==> src/rtl/hall_pkg.sv <==
`default_nettype none
// ============================================================================
//  Package     : hall_pkg
//  Description : Shared types and saturation helpers for the hall speed path.
//                Also used by the motor speed controller so that both ends of
//                the interface agree on state encoding and counter limits.
//  Contents    : hall_state_e     - speed-meter FSM states
//                GAP_MAX          - saturation value of a default-width gap counter
//                gap_max()        - all-ones value of an unsigned counter of width w
//                win_max/win_min  - two's complement limits of a signed width w
//  Revision    : 1.0  initial release
// ============================================================================
package hall_pkg;

  typedef enum logic [1:0] {
    ST_STALL = 2'd0,
    ST_FIRST = 2'd1,
    ST_RUN   = 2'd2
  } hall_state_e;

  localparam int DEF_PERIOD_W = 16;
  localparam logic [DEF_PERIOD_W-1:0] GAP_MAX = '1;

  function automatic longint gap_max(input int w);
    return (longint'(1) << w) - longint'(1);
  endfunction

  function automatic longint win_max(input int w);
    return (longint'(1) << (w - 1)) - longint'(1);
  endfunction

  function automatic longint win_min(input int w);
    return -(longint'(1) << (w - 1));
  endfunction

endpackage
`default_nettype wire

==> src/rtl/hall_window_acc.sv <==
`default_nettype none
// ============================================================================
//  Module      : hall_window_acc
//  Description : Fixed-window signed edge counter. A free-running window timer
//                closes a window every WINDOW_CYCLES clocks; accepted edges
//                inside the window are summed (+1 up / -1 down, saturating) and
//                the total is published at the close.
//  Ports       : Clk          in   system clock
//                reset        in   synchronous, active-low reset
//                acc          in   edge accepted this cycle
//                dir          in   direction of the accepted edge, 1 = up
//                speed_count  out  signed edge total of the last full window
//                window_valid out  one-cycle strobe at each window close
//  Revision    : 1.0  initial release
// ============================================================================
module hall_window_acc
  import hall_pkg::*;
#(
  parameter int WINDOW_CYCLES = 50000,
  parameter int WIN_W         = 16
) (
  input  logic             Clk,
  input  logic             reset,
  input  logic             acc,
  input  logic             dir,
  output logic [WIN_W-1:0] speed_count,
  output logic             window_valid
);

  localparam int WC_W = (WINDOW_CYCLES > 1) ? $clog2(WINDOW_CYCLES) : 1;
  localparam logic [WC_W-1:0]         C_WIN_LAST = WC_W'(WINDOW_CYCLES - 1);
  localparam logic [WC_W-1:0]         C_WC_ONE   = WC_W'(1);
  localparam logic signed [WIN_W-1:0] C_WIN_MAX  = WIN_W'(win_max(WIN_W));
  localparam logic signed [WIN_W-1:0] C_WIN_MIN  = WIN_W'(win_min(WIN_W));
  localparam logic signed [WIN_W-1:0] C_ONE      = WIN_W'(1);

  logic [WC_W-1:0]         win_cnt_q, win_cnt_d;
  logic signed [WIN_W-1:0] edge_acc_q, edge_acc_d;
  logic signed [WIN_W-1:0] edge_sum;
  logic [WIN_W-1:0]        speed_count_q, speed_count_d;
  logic                    window_valid_q, window_valid_d;
  logic                    win_close;

  always_comb begin
    // edge_sum includes this cycle's edge so an edge on the closing cycle
    // lands in the window being closed.
    edge_sum = edge_acc_q;
    if (acc) begin
      if (dir) begin
        if (edge_acc_q != C_WIN_MAX) edge_sum = edge_acc_q + C_ONE;
      end else begin
        if (edge_acc_q != C_WIN_MIN) edge_sum = edge_acc_q - C_ONE;
      end
    end

    win_close      = (win_cnt_q == C_WIN_LAST);
    win_cnt_d      = win_close ? '0 : win_cnt_q + C_WC_ONE;
    edge_acc_d     = win_close ? '0 : edge_sum;
    speed_count_d  = win_close ? edge_sum : speed_count_q;
    window_valid_d = win_close;
  end

  always_ff @(posedge Clk) begin
    if (!reset) begin
      win_cnt_q      <= '0;
      edge_acc_q     <= '0;
      speed_count_q  <= '0;
      window_valid_q <= 1'b0;
    end else begin
      win_cnt_q      <= win_cnt_d;
      edge_acc_q     <= edge_acc_d;
      speed_count_q  <= speed_count_d;
      window_valid_q <= window_valid_d;
    end
  end

  assign speed_count  = speed_count_q;
  assign window_valid = window_valid_q;

endmodule
`default_nettype wire

==> src/rtl/hall_speed_meter.sv <==
`default_nettype none
// ============================================================================
//  Module      : hall_speed_meter
//  Description : Turns the hall decoder's edge strobe and direction into a
//                wrapping position count, a per-edge period measurement with
//                stall detection, and a fixed-window signed speed count.
//                Edges closer than MIN_GAP clocks to the previous accepted edge
//                are rejected as glitches.
//  Ports       : Clk          in   system clock
//                reset        in   synchronous, active-low reset
//                hall_clk     in   one-cycle edge strobe
//                hall_dir     in   direction sampled with hall_clk, 1 = up
//                pos_count    out  signed wrapping position
//                period       out  clocks between last two same-direction edges
//                period_valid out  one-cycle strobe, period updated
//                stalled      out  high while in the stall state
//                speed_count  out  signed edges in last complete window
//                window_valid out  one-cycle strobe at window close
//                reject       out  one-cycle strobe, edge discarded as glitch
//  Revision    : 1.0  initial release
// ============================================================================
module hall_speed_meter
  import hall_pkg::*;
#(
  parameter int CNT_W         = 32,
  parameter int PERIOD_W      = 16,
  parameter int WINDOW_CYCLES = 50000,
  parameter int WIN_W         = 16,
  parameter int MIN_GAP       = 8,
  parameter int STALL_CYCLES  = 60000
) (
  input  logic                Clk,
  input  logic                reset,
  input  logic                hall_clk,
  input  logic                hall_dir,
  output logic [CNT_W-1:0]    pos_count,
  output logic [PERIOD_W-1:0] period,
  output logic                period_valid,
  output logic                stalled,
  output logic [WIN_W-1:0]    speed_count,
  output logic                window_valid,
  output logic                reject
);

  localparam logic [PERIOD_W-1:0] C_GAP_MAX = PERIOD_W'(gap_max(PERIOD_W));
  localparam logic [PERIOD_W-1:0] C_GAP_ONE = PERIOD_W'(1);
  localparam logic [PERIOD_W-1:0] C_MIN_GAP = PERIOD_W'(MIN_GAP);
  localparam logic [PERIOD_W-1:0] C_STALL   = PERIOD_W'(STALL_CYCLES);
  localparam logic [CNT_W-1:0]    C_CNT_ONE = CNT_W'(1);

  hall_state_e         state_q, state_d;
  logic [PERIOD_W-1:0] gap_cnt_q, gap_cnt_d;
  logic [CNT_W-1:0]    pos_count_q, pos_count_d;
  logic [PERIOD_W-1:0] period_q, period_d;
  logic                period_valid_q, period_valid_d;
  logic                stalled_q, stalled_d;
  logic                reject_q, reject_d;
  logic                last_dir_q, last_dir_d;
  logic                acc;
  logic                stall_hit;
  logic                same_dir;

  always_comb begin
    acc       = hall_clk && (gap_cnt_q >= C_MIN_GAP);
    // The threshold is hit exactly once while counting up; an edge in that
    // same cycle takes priority and restarts the gap.
    stall_hit = (gap_cnt_q == C_STALL) && !acc;
    same_dir  = (hall_dir == last_dir_q);

    if (acc)                         gap_cnt_d = C_GAP_ONE;
    else if (gap_cnt_q == C_GAP_MAX) gap_cnt_d = gap_cnt_q;
    else                             gap_cnt_d = gap_cnt_q + C_GAP_ONE;

    pos_count_d = pos_count_q;
    if (acc) pos_count_d = hall_dir ? pos_count_q + C_CNT_ONE : pos_count_q - C_CNT_ONE;

    last_dir_d = acc ? hall_dir : last_dir_q;
    reject_d   = hall_clk && !acc;
  end

  // Period/stall FSM. A reversal always drops back to FIRST because the gap
  // spanning a direction change is not a valid speed sample.
  always_comb begin
    state_d        = state_q;
    period_d       = period_q;
    period_valid_d = 1'b0;

    case (state_q)
      ST_STALL: begin
        if (acc) state_d = ST_FIRST;
      end
      ST_FIRST: begin
        if (acc) begin
          if (same_dir) begin
            state_d        = ST_RUN;
            period_d       = gap_cnt_q;
            period_valid_d = 1'b1;
          end
        end else if (stall_hit) begin
          state_d = ST_STALL;
        end
      end
      ST_RUN: begin
        if (acc) begin
          if (same_dir) begin
            period_d       = gap_cnt_q;
            period_valid_d = 1'b1;
          end else begin
            state_d = ST_FIRST;
          end
        end else if (stall_hit) begin
          state_d  = ST_STALL;
          period_d = C_GAP_MAX;
        end
      end
      default: state_d = ST_STALL;
    endcase

    stalled_d = (state_d == ST_STALL);
  end

  always_ff @(posedge Clk) begin
    if (!reset) begin
      state_q        <= ST_STALL;
      gap_cnt_q      <= C_GAP_MAX;
      pos_count_q    <= '0;
      period_q       <= '0;
      period_valid_q <= 1'b0;
      stalled_q      <= 1'b1;
      reject_q       <= 1'b0;
      last_dir_q     <= 1'b0;
    end else begin
      state_q        <= state_d;
      gap_cnt_q      <= gap_cnt_d;
      pos_count_q    <= pos_count_d;
      period_q       <= period_d;
      period_valid_q <= period_valid_d;
      stalled_q      <= stalled_d;
      reject_q       <= reject_d;
      last_dir_q     <= last_dir_d;
    end
  end

  hall_window_acc #(
    .WINDOW_CYCLES (WINDOW_CYCLES),
    .WIN_W         (WIN_W)
  ) u_window_acc (
    .Clk          (Clk),
    .reset        (reset),
    .acc          (acc),
    .dir          (hall_dir),
    .speed_count  (speed_count),
    .window_valid (window_valid)
  );

  assign pos_count    = pos_count_q;
  assign period       = period_q;
  assign period_valid = period_valid_q;
  assign stalled      = stalled_q;
  assign reject       = reject_q;

endmodule
`default_nettype wire

==> config.mk <==
export PLATFORM = sky130hd
export DESIGN_NAME = hall_speed_meter
export DESIGN_NICKNAME = d
export VERILOG_FILES = /design/src/rtl/hall_pkg.sv /design/src/rtl/hall_window_acc.sv /design/src/rtl/hall_speed_meter.sv
export SDC_FILE = /design/constraint.sdc
export NUM_CORES = 1
export LEC_CHECK = 0
export CORE_ASPECT_RATIO = 1.25
export CORE_UTILIZATION = 60
export DETAILED_ROUTE_END_ITERATION = 8
export GPL_ROUTABILITY_DRIVEN = 0
export PLACE_DENSITY = 0.84
export SLEW_MARGIN = 15
export SYNTH_ARGS = -nofsm -noshare
export SYNTH_HDL_FRONTEND = slang
export SYNTH_SLANG_ARGS = --single-unit
==> constraint.sdc <==
create_clock -name Clk -period 5.8 [get_ports Clk]
set_input_delay 0.87 -clock Clk [delete_from_list [all_inputs] [get_ports Clk]]
set_output_delay 0.87 -clock Clk [all_outputs]
set_load 0.03 [all_outputs]
==> metrics.md, run 1 <==
| Metric | Value |
|---|---|
| Pwr dens | 328.9 nW/um^2 |
| Post-route ant nets | 0 |
| I/O Buffers | 71 |
| CP arrival | 4.81 ns |
| Clock skew | 0.008472 ns |
| Area leader, netlist | dfxtp_1 |
| Worst skew pair latency | 0.42 ns |
| Final setup margin | 1.341 ns |
| Total global routing overflow | 0 |
| DRC | 0 |
| Cell Area, Placed | between 7000 and 8000 um^2 |
| Std cell rows | 43 |
| Synth Area in Compound Gates | 19.70% |
| Routed vias | roughly 6500 |
| DIE HEIGHT | 121.3 um |
| Post-synthesis instance area | 6834 um^2 |
| Share of cells above drive strength 1 | under 10% |
| Slew HR | 46.64% |
| Status | completed |
| Min Hold Slack | about 0.44 ns |
| Fill cell total of the finished layout | 813 |
| Top-count cell post-synth | dfxtp_1 |
| CTS max path bufs | 2 |
| Max-slew violation count | 0 |
| Synthesized-area fraction occupied by xor and xnor cells | under 10% |
| Routed wire length | 16970 um |
| Post-synth ARST share | 0% |
| Ports | 72 |
| Post-Syn Area per Cell | just over 8 um^2 |
| Max Fclk | roughly 0.22 GHz |
| Seq/Total Area, Yosys | 34.86% |
| Total setup buffers inserted after CTS | 0 |
| Period utilization | between 70% and 80% |
| CTS Buf Count | 17 |
| N_diodes | 0 |
| Initial core utilization | 61.66% |
| LEAKAGE | 3.411 nW |
| Clock transition at path regs | 0.06 ns |
| Drt pass-1 iters | 5 |
| Pre-CTS WS | 1.061 ns |
| Worst Setup Start Kind | primary input |
| Clk sinks | 119 |
| Clock root buffer | clkbuf_16 |
| Final Hold Viols | 0 |
| TritonCTS clock tree | built |
| Simple-gate share of the synthesized area | 22.89% |
| Post-Syn Nets | 880 |
| Crit path time final | 4.459 ns |
| Crit path capture type | register |
| Worst Hold Class | reg -> reg |
| RSZ-0062 raised after global routing | no |
| Mux cell area share after synthesis | 3.955% |
| Synth Warn # | 0 |
| Largest family of logic cells by synthesized area | simple AND/OR/NAND/NOR gates |
| Post_cts resized | 0 |
| # setup viols final | 0 |
| Nets@finish | about 940 |
| GRT Total Usage | 29.41% |
| Total negative slack | 0 ns |
| Post-synth EDFFs | 0 |
| Largest net degree at the start of global routing | 47 |
| Vias/cell | 6.229 |
| WL per Instance | 16.30 um |
| Most common flop cell mapped by yosys | dfxtp_1 |
| Detailed placer's ending HPWL | 11440 um |
| Die area | 11820 um^2 |
| Max VDD drop | 0.2385 mV |
| P&R area growth vs syn | 19.99% |
| Placeable Area | roughly 11000 um^2 |
| Cells after synthesis | 835 |
| Initial antenna violation count | 0 |
| Synth Register Bits | about 120 |
| Post-CTS Hold Buffers | 0 |
| Fin util | 73.99% |
| Design area | between 8000 and 9000 um^2 |
| Crit Path Class | in -> reg |
| Post-Synth Adder-Cell Area | 7.616% |
| Dominant cells by area after synthesis | dfxtp_1 (35%), ha_1 (7.3%), a21oi_1 (5.4%), nor2_1 (4.9%), nand2_1 (4.6%) |
| Die width | 97.46 um |
| Area share of the largest cell type after synthesis | around a third |
| Synth top cells by count | dfxtp_1 (119), nor2_1 (90), nand2_1 (84), a21oi_1 (74), ha_1 (40) |
| Vias in the first global route | between 6000 and 7000 |
| Crit Path Max Fanout | 18 |
| Maxcap violations | 0 |
| Initial drt markers | 442 |
| CTS H-tree lvls | 4 |
| Post-synth cell types | 63 |
| First-pass GRT wire length | approximately 29000 um |
| Worst-margin pin slew | 0.7985 ns |
| Crit path required time | 6.15 ns |
## per-stage QoR
stage / instances / total power (W)
finish: 1041 / 0.002697
global route: 1041 / 0.002818
CTS: 1041 / 0.002696
detailed placement: 1009 / 0.001633
global placement: 1009 / 0.001608
floorplan: 835 / 0.001450
## power by group
group          leakage (nW)  switching (W)  internal (W)
sequential            0.975      0.0000733      0.000880
clock                 0.286       0.000414      0.000644
combinational          2.15       0.000402      0.000284
## flip-flops by register name, summed over array words and instances (netlist names)
register                   cells
u_window_acc.edge_acc_q       16
state_q                        2
u_window_acc.win_cnt_q        16
gap_cnt_q                     16
pos_count                     32
u_window_acc.window_valid      1
stalled                        1
last_dir_q                     1
period_valid                   1
u_window_acc.speed_count      16
reject                         1
period                        16
## path summary, 6_finish.rpt
check / startpoint / endpoint / slack (ns) / depth (start not counted)
setup / recovery: hall_dir / pos_count[30] / 1.34 / 13
setup reg to reg: u_window_acc.edge_acc_q[1] / u_window_acc.speed_count[6] / 2.70 / 9
hold / removal: u_window_acc.win_cnt_q[0] / u_window_acc.win_cnt_q[0] / 0.44 / 1
hold reg to reg: u_window_acc.win_cnt_q[0] / u_window_acc.win_cnt_q[0] / 0.44 / 1
## per-layer routing
metal,part of all wire [%],routed length [um],vias up,global-route usage (%)
li1,-,-,3124,-
met1,41,6922,3050,33.33
met2,51,8571,240,51.49
met3,5.4,917,70,6.394
met4,3.3,561,0,15.72
met5,0,0,-,0
## logic make-up (layout without fill, tap and decap cells)
| logic type | count (synthesis) | after routing |
|---|---|---|
| compound gates | 209 | 209 |
| xor+xnor | 61 | 61 |
| fa+ha+maj | 41 | 41 |
| buf+inv | 54 | 125 |
| flops | 119 | 119 |
| mux | 27 | 27 |
| simple gates | 324 | 324 |
## critical path: stages
cell and delay [ns]:
clkdlybuf4s50_1 0.40, buf_4 0.20, inv_1 0.53, buf_4 0.37, ha_1 0.34, a21o_1 0.24, a221oi_1 0.52, o31ai_1 0.24
nand2_1 0.17, a21oi_1 0.11, o32a_1 0.42, a211o_1 0.30, o211ai_1 0.09
## placed cells by master, fill, tap and decap left out, types with 6 or more instances in the layout
cell type and count:
a211oi_1 13, a21o_1 22, a21oi_1 74, a31oi_1 6
and2_1 14, and3_1 17, and4_1 7, buf_4 7
clkbuf_16 17, clkdlybuf4s50_1 71, dfxtp_1 119, ha_1 40
inv_1 15, mux2i_1 27, nand2_1 84, nand2b_1 6
nand3_1 36, nand4_1 14, nor2_1 90, nor2b_1 7
nor3_1 19, nor4_1 7, o21ai_0 29, o21ai_1 13
or3_1 10, xnor2_1 31, xor2_1 30
## cell type report
class                      instances  area [um^2]  area share (%)
clock buffer                      18        429.2           5.233
clock inverter                    14        163.9           1.999
inverter                          15        56.30          0.6866
multi-input combinational        662         4237           51.66
sequential                       119         2382           29.05
tap                              135        168.9           2.060
timing repair buffer              78        763.2           9.307
(Power assumes the default switching activity.)
==> run 2: changes to the inputs <==
--- a/config.mk
+++ b/config.mk
@@ -6,10 +6,10 @@
 export NUM_CORES = 1
 export LEC_CHECK = 0
 export CORE_ASPECT_RATIO = 1.25
-export CORE_UTILIZATION = 60
+export CORE_UTILIZATION = 52
 export DETAILED_ROUTE_END_ITERATION = 8
 export GPL_ROUTABILITY_DRIVEN = 0
-export PLACE_DENSITY = 0.84
+export PLACE_DENSITY = 0.77
 export SLEW_MARGIN = 15
 export SYNTH_ARGS = -nofsm -noshare
 export SYNTH_HDL_FRONTEND = slang
==> constraint.sdc (replaced) <==
create_clock -name Clk -period 3.98 [get_ports Clk]
set_input_delay 0.597 -clock Clk [delete_from_list [all_inputs] [get_ports Clk]]
set_output_delay 0.597 -clock Clk [all_outputs]
set_load 0.03 [all_outputs]
==> metrics.md, run 2 (synthesis results as in run 1) <==
| Metric | Value |
|---|---|
| Status | completed |
| Max Fclk | 0.2874 GHz |
| Detailed placer's ending HPWL | 11040 um (-3.5%) |
| Highest-count cells in the layout ignoring fill and taps | dfxtp_1 (119), nor2_1 (90), nand2_1 (84) |
| Vias in the first global route | 5867 (-6.0%) |
| RSZ-0062 raised after global routing | no |
| Fill cell total of the finished layout | 1105 (+36%) |
| Final Hold Viols | 0 (unchanged) |
| Tot Pwr | 0.003890 W (+44%) |
| Largest net degree at the start of global routing | 52 (+11%) |
| Total negative slack | 0 ns (unchanged) |
| Max-slew violation count | 0 (unchanged) |
| Slew HR | 46.36% (-0.28 points) |
| Worst-margin pin slew | 0.7973 ns (-0.001219 ns) |
| I/O Buffers | 71 (unchanged) |
| Total setup buffers inserted after CTS | 0 (unchanged) |
| Die area | 13610 um^2 (+15%) |
| Final setup margin | 0.5005 ns (-0.8409 ns) |
| Worst Hold Class | reg -> reg |
| N_diodes | 0 (unchanged) |
| WL per Instance | 14.88 um (-8.7%) |
| Final Non-Filler Cells | 1085 (+4.2%) |
| Post-route ant nets | 0 (unchanged) |
| Nets@finish | 949 (+1.2%) |
| Clk sinks | 119 (unchanged) |
| Placeable Area | 12780 um^2 (+15%) |
| Crit path capture type | register |
| CP arrival | 3.82 ns (-0.99 ns) |
| # placed instances | 1053 (+4.4%) |
| Clock skew | 0.009793 ns (+0.001320 ns) |
| Crit Path Class | in -> reg |
| Min Hold Slack | 0.4447 ns (+0.002180 ns) |
| CTS Buf Count | 17 (unchanged) |
| Routed wire length | 16140 um (-4.9%) |
| Share of cells above drive strength 1 | 6.761% (+1.2 points) |
| Pwr dens | 466.8 nW/um^2 (+42%) |
| Die width | 104.5 um (+7.3%) |
| Worst Setup Start Kind | primary input |
| Initial drt markers | 318 (-28%) |
| Number of flip-flops in the largest register | 32 (unchanged) |
| Pre-CTS WS | 0.08336 ns (-0.9779 ns) |
| Crit Path Max Fanout | 25 (+7) |
| Crit path required time | 4.32 ns (-1.83 ns) |
| First-pass GRT wire length | 26890 um (-5.8%) |
| P&R area growth vs syn | 21.95% |
| Area taken by flip-flops and latches | 2382 um^2 (unchanged) |
| # setup viols final | 0 (unchanged) |
| DIE HEIGHT | 130.2 um (+7.3%) |
| CTS max path bufs | 2 (unchanged) |
| Period utilization | roughly 87% |
| Initial antenna violation count | 0 (unchanged) |
| LEAKAGE | 3.457 nW (+1.3%) |
| Ports | 72 (unchanged) |
| Maxcap violations | 0 (unchanged) |
| Most common cell after layout, fill and taps aside | dfxtp_1 |
| Initial core utilization | 53.49% (-8.2 points) |
| GRT Total Usage | 24.30% (-5.1 points) |
| TritonCTS clock tree | built |
| Worst skew pair latency | 0.42 ns (about the same) |
| Clock transition at path regs | 0.05 ns (about the same) |
| Post_cts resized | 0 (unchanged) |
| CTS H-tree lvls | 4 (unchanged) |
| Std cell rows | 46 (+7.0%) |
| Routed vias | 6259 (-3.5%) |
| Post-CTS Hold Buffers | 0 (unchanged) |
| Drt pass-1 iters | 5 (unchanged) |
| Multi-input gate area | 4237 um^2 (unchanged) |
| Clock root buffer | clkbuf_16 |
| Total global routing overflow | 0 (unchanged) |
| Crit path time final | between 3 and 4 ns |
| Vias/cell | 5.769 (-7.4%) |
| DRC | 0 (unchanged) |
| Max VDD drop | 0.3322 mV (+39%) |
[run 2: cell types whose count changed in the layout (fill, tap and decap cells not counted)]
cell,previous run,this run
clkinv_4,2,4
inv_1,15,14
clkinvlp_4,2,4
clkbuf_8,0,1
buf_4,7,17
inv_2,0,1
inv_8,2,0
buf_12,0,1
inv_6,5,2
[run 2: path summary, 6_finish.rpt]
| path | startpoint | to | slack [ns] | depth (start not counted) |
|---|---|---|---|---|
| worst max-delay path | hall_dir | pos_count[29] | 0.50 | 12 |
| worst min-delay path | u_window_acc.win_cnt_q[0] | u_window_acc.win_cnt_q[0] | 0.44 | 1 |
| worst max register to register | u_window_acc.edge_acc_q[1] | u_window_acc.speed_count[15] | 1.07 | 9 |
| worst min register to register | u_window_acc.win_cnt_q[0] | u_window_acc.win_cnt_q[0] | 0.44 | 1 |
[run 2: routing by layer]
metal	wire (um)	GRT usage (%)
met4	441	11.85
met2	7949	43.40
met1	7078	27.74
met3	673	5.045
met5	0	0
[run 2: area by class of cell]
| type | instances | share of cell area (%) |
|---|---|---|
| flip-flops and latches | 119 | 28.58 |
| multi-input cells | 662 | 50.83 |
| clock inverters | 13 | 1.772 |
| inverters | 15 | 0.6756 |
| repair buffers | 89 | 10.30 |
| well taps | 168 | 2.522 |
| clock buffers | 19 | 5.315 |
[run 2: report_power, final]
group	total [W]	internal [W]	switching, W
clock network	0.00152	0.000942	0.000575
logic	0.000989	0.000424	0.000565
registers	0.00138	0.00128	0.000102
[run 2: per-stage QoR]
step	area, um^2	utilization (%)
final	8334	65.23
after global routing	8334	65.23
after CTS	8334	65.23
after detailed placement	7744	60.61
after global placement	7744	60.61
after floorplan	6834	-
[run 2: worst max-delay path: stages]
cell and delay, ns:
clkdlybuf4s50_1 0.51, inv_1 0.08, buf_12 0.17, ha_1 0.38, a21o_1 0.23, o21bai_1 0.16
a311oi_1 0.37, nor2_1 0.10, o41ai_1 0.52, a21oi_1 0.21, a311o_1 0.39, o211ai_1 0.08
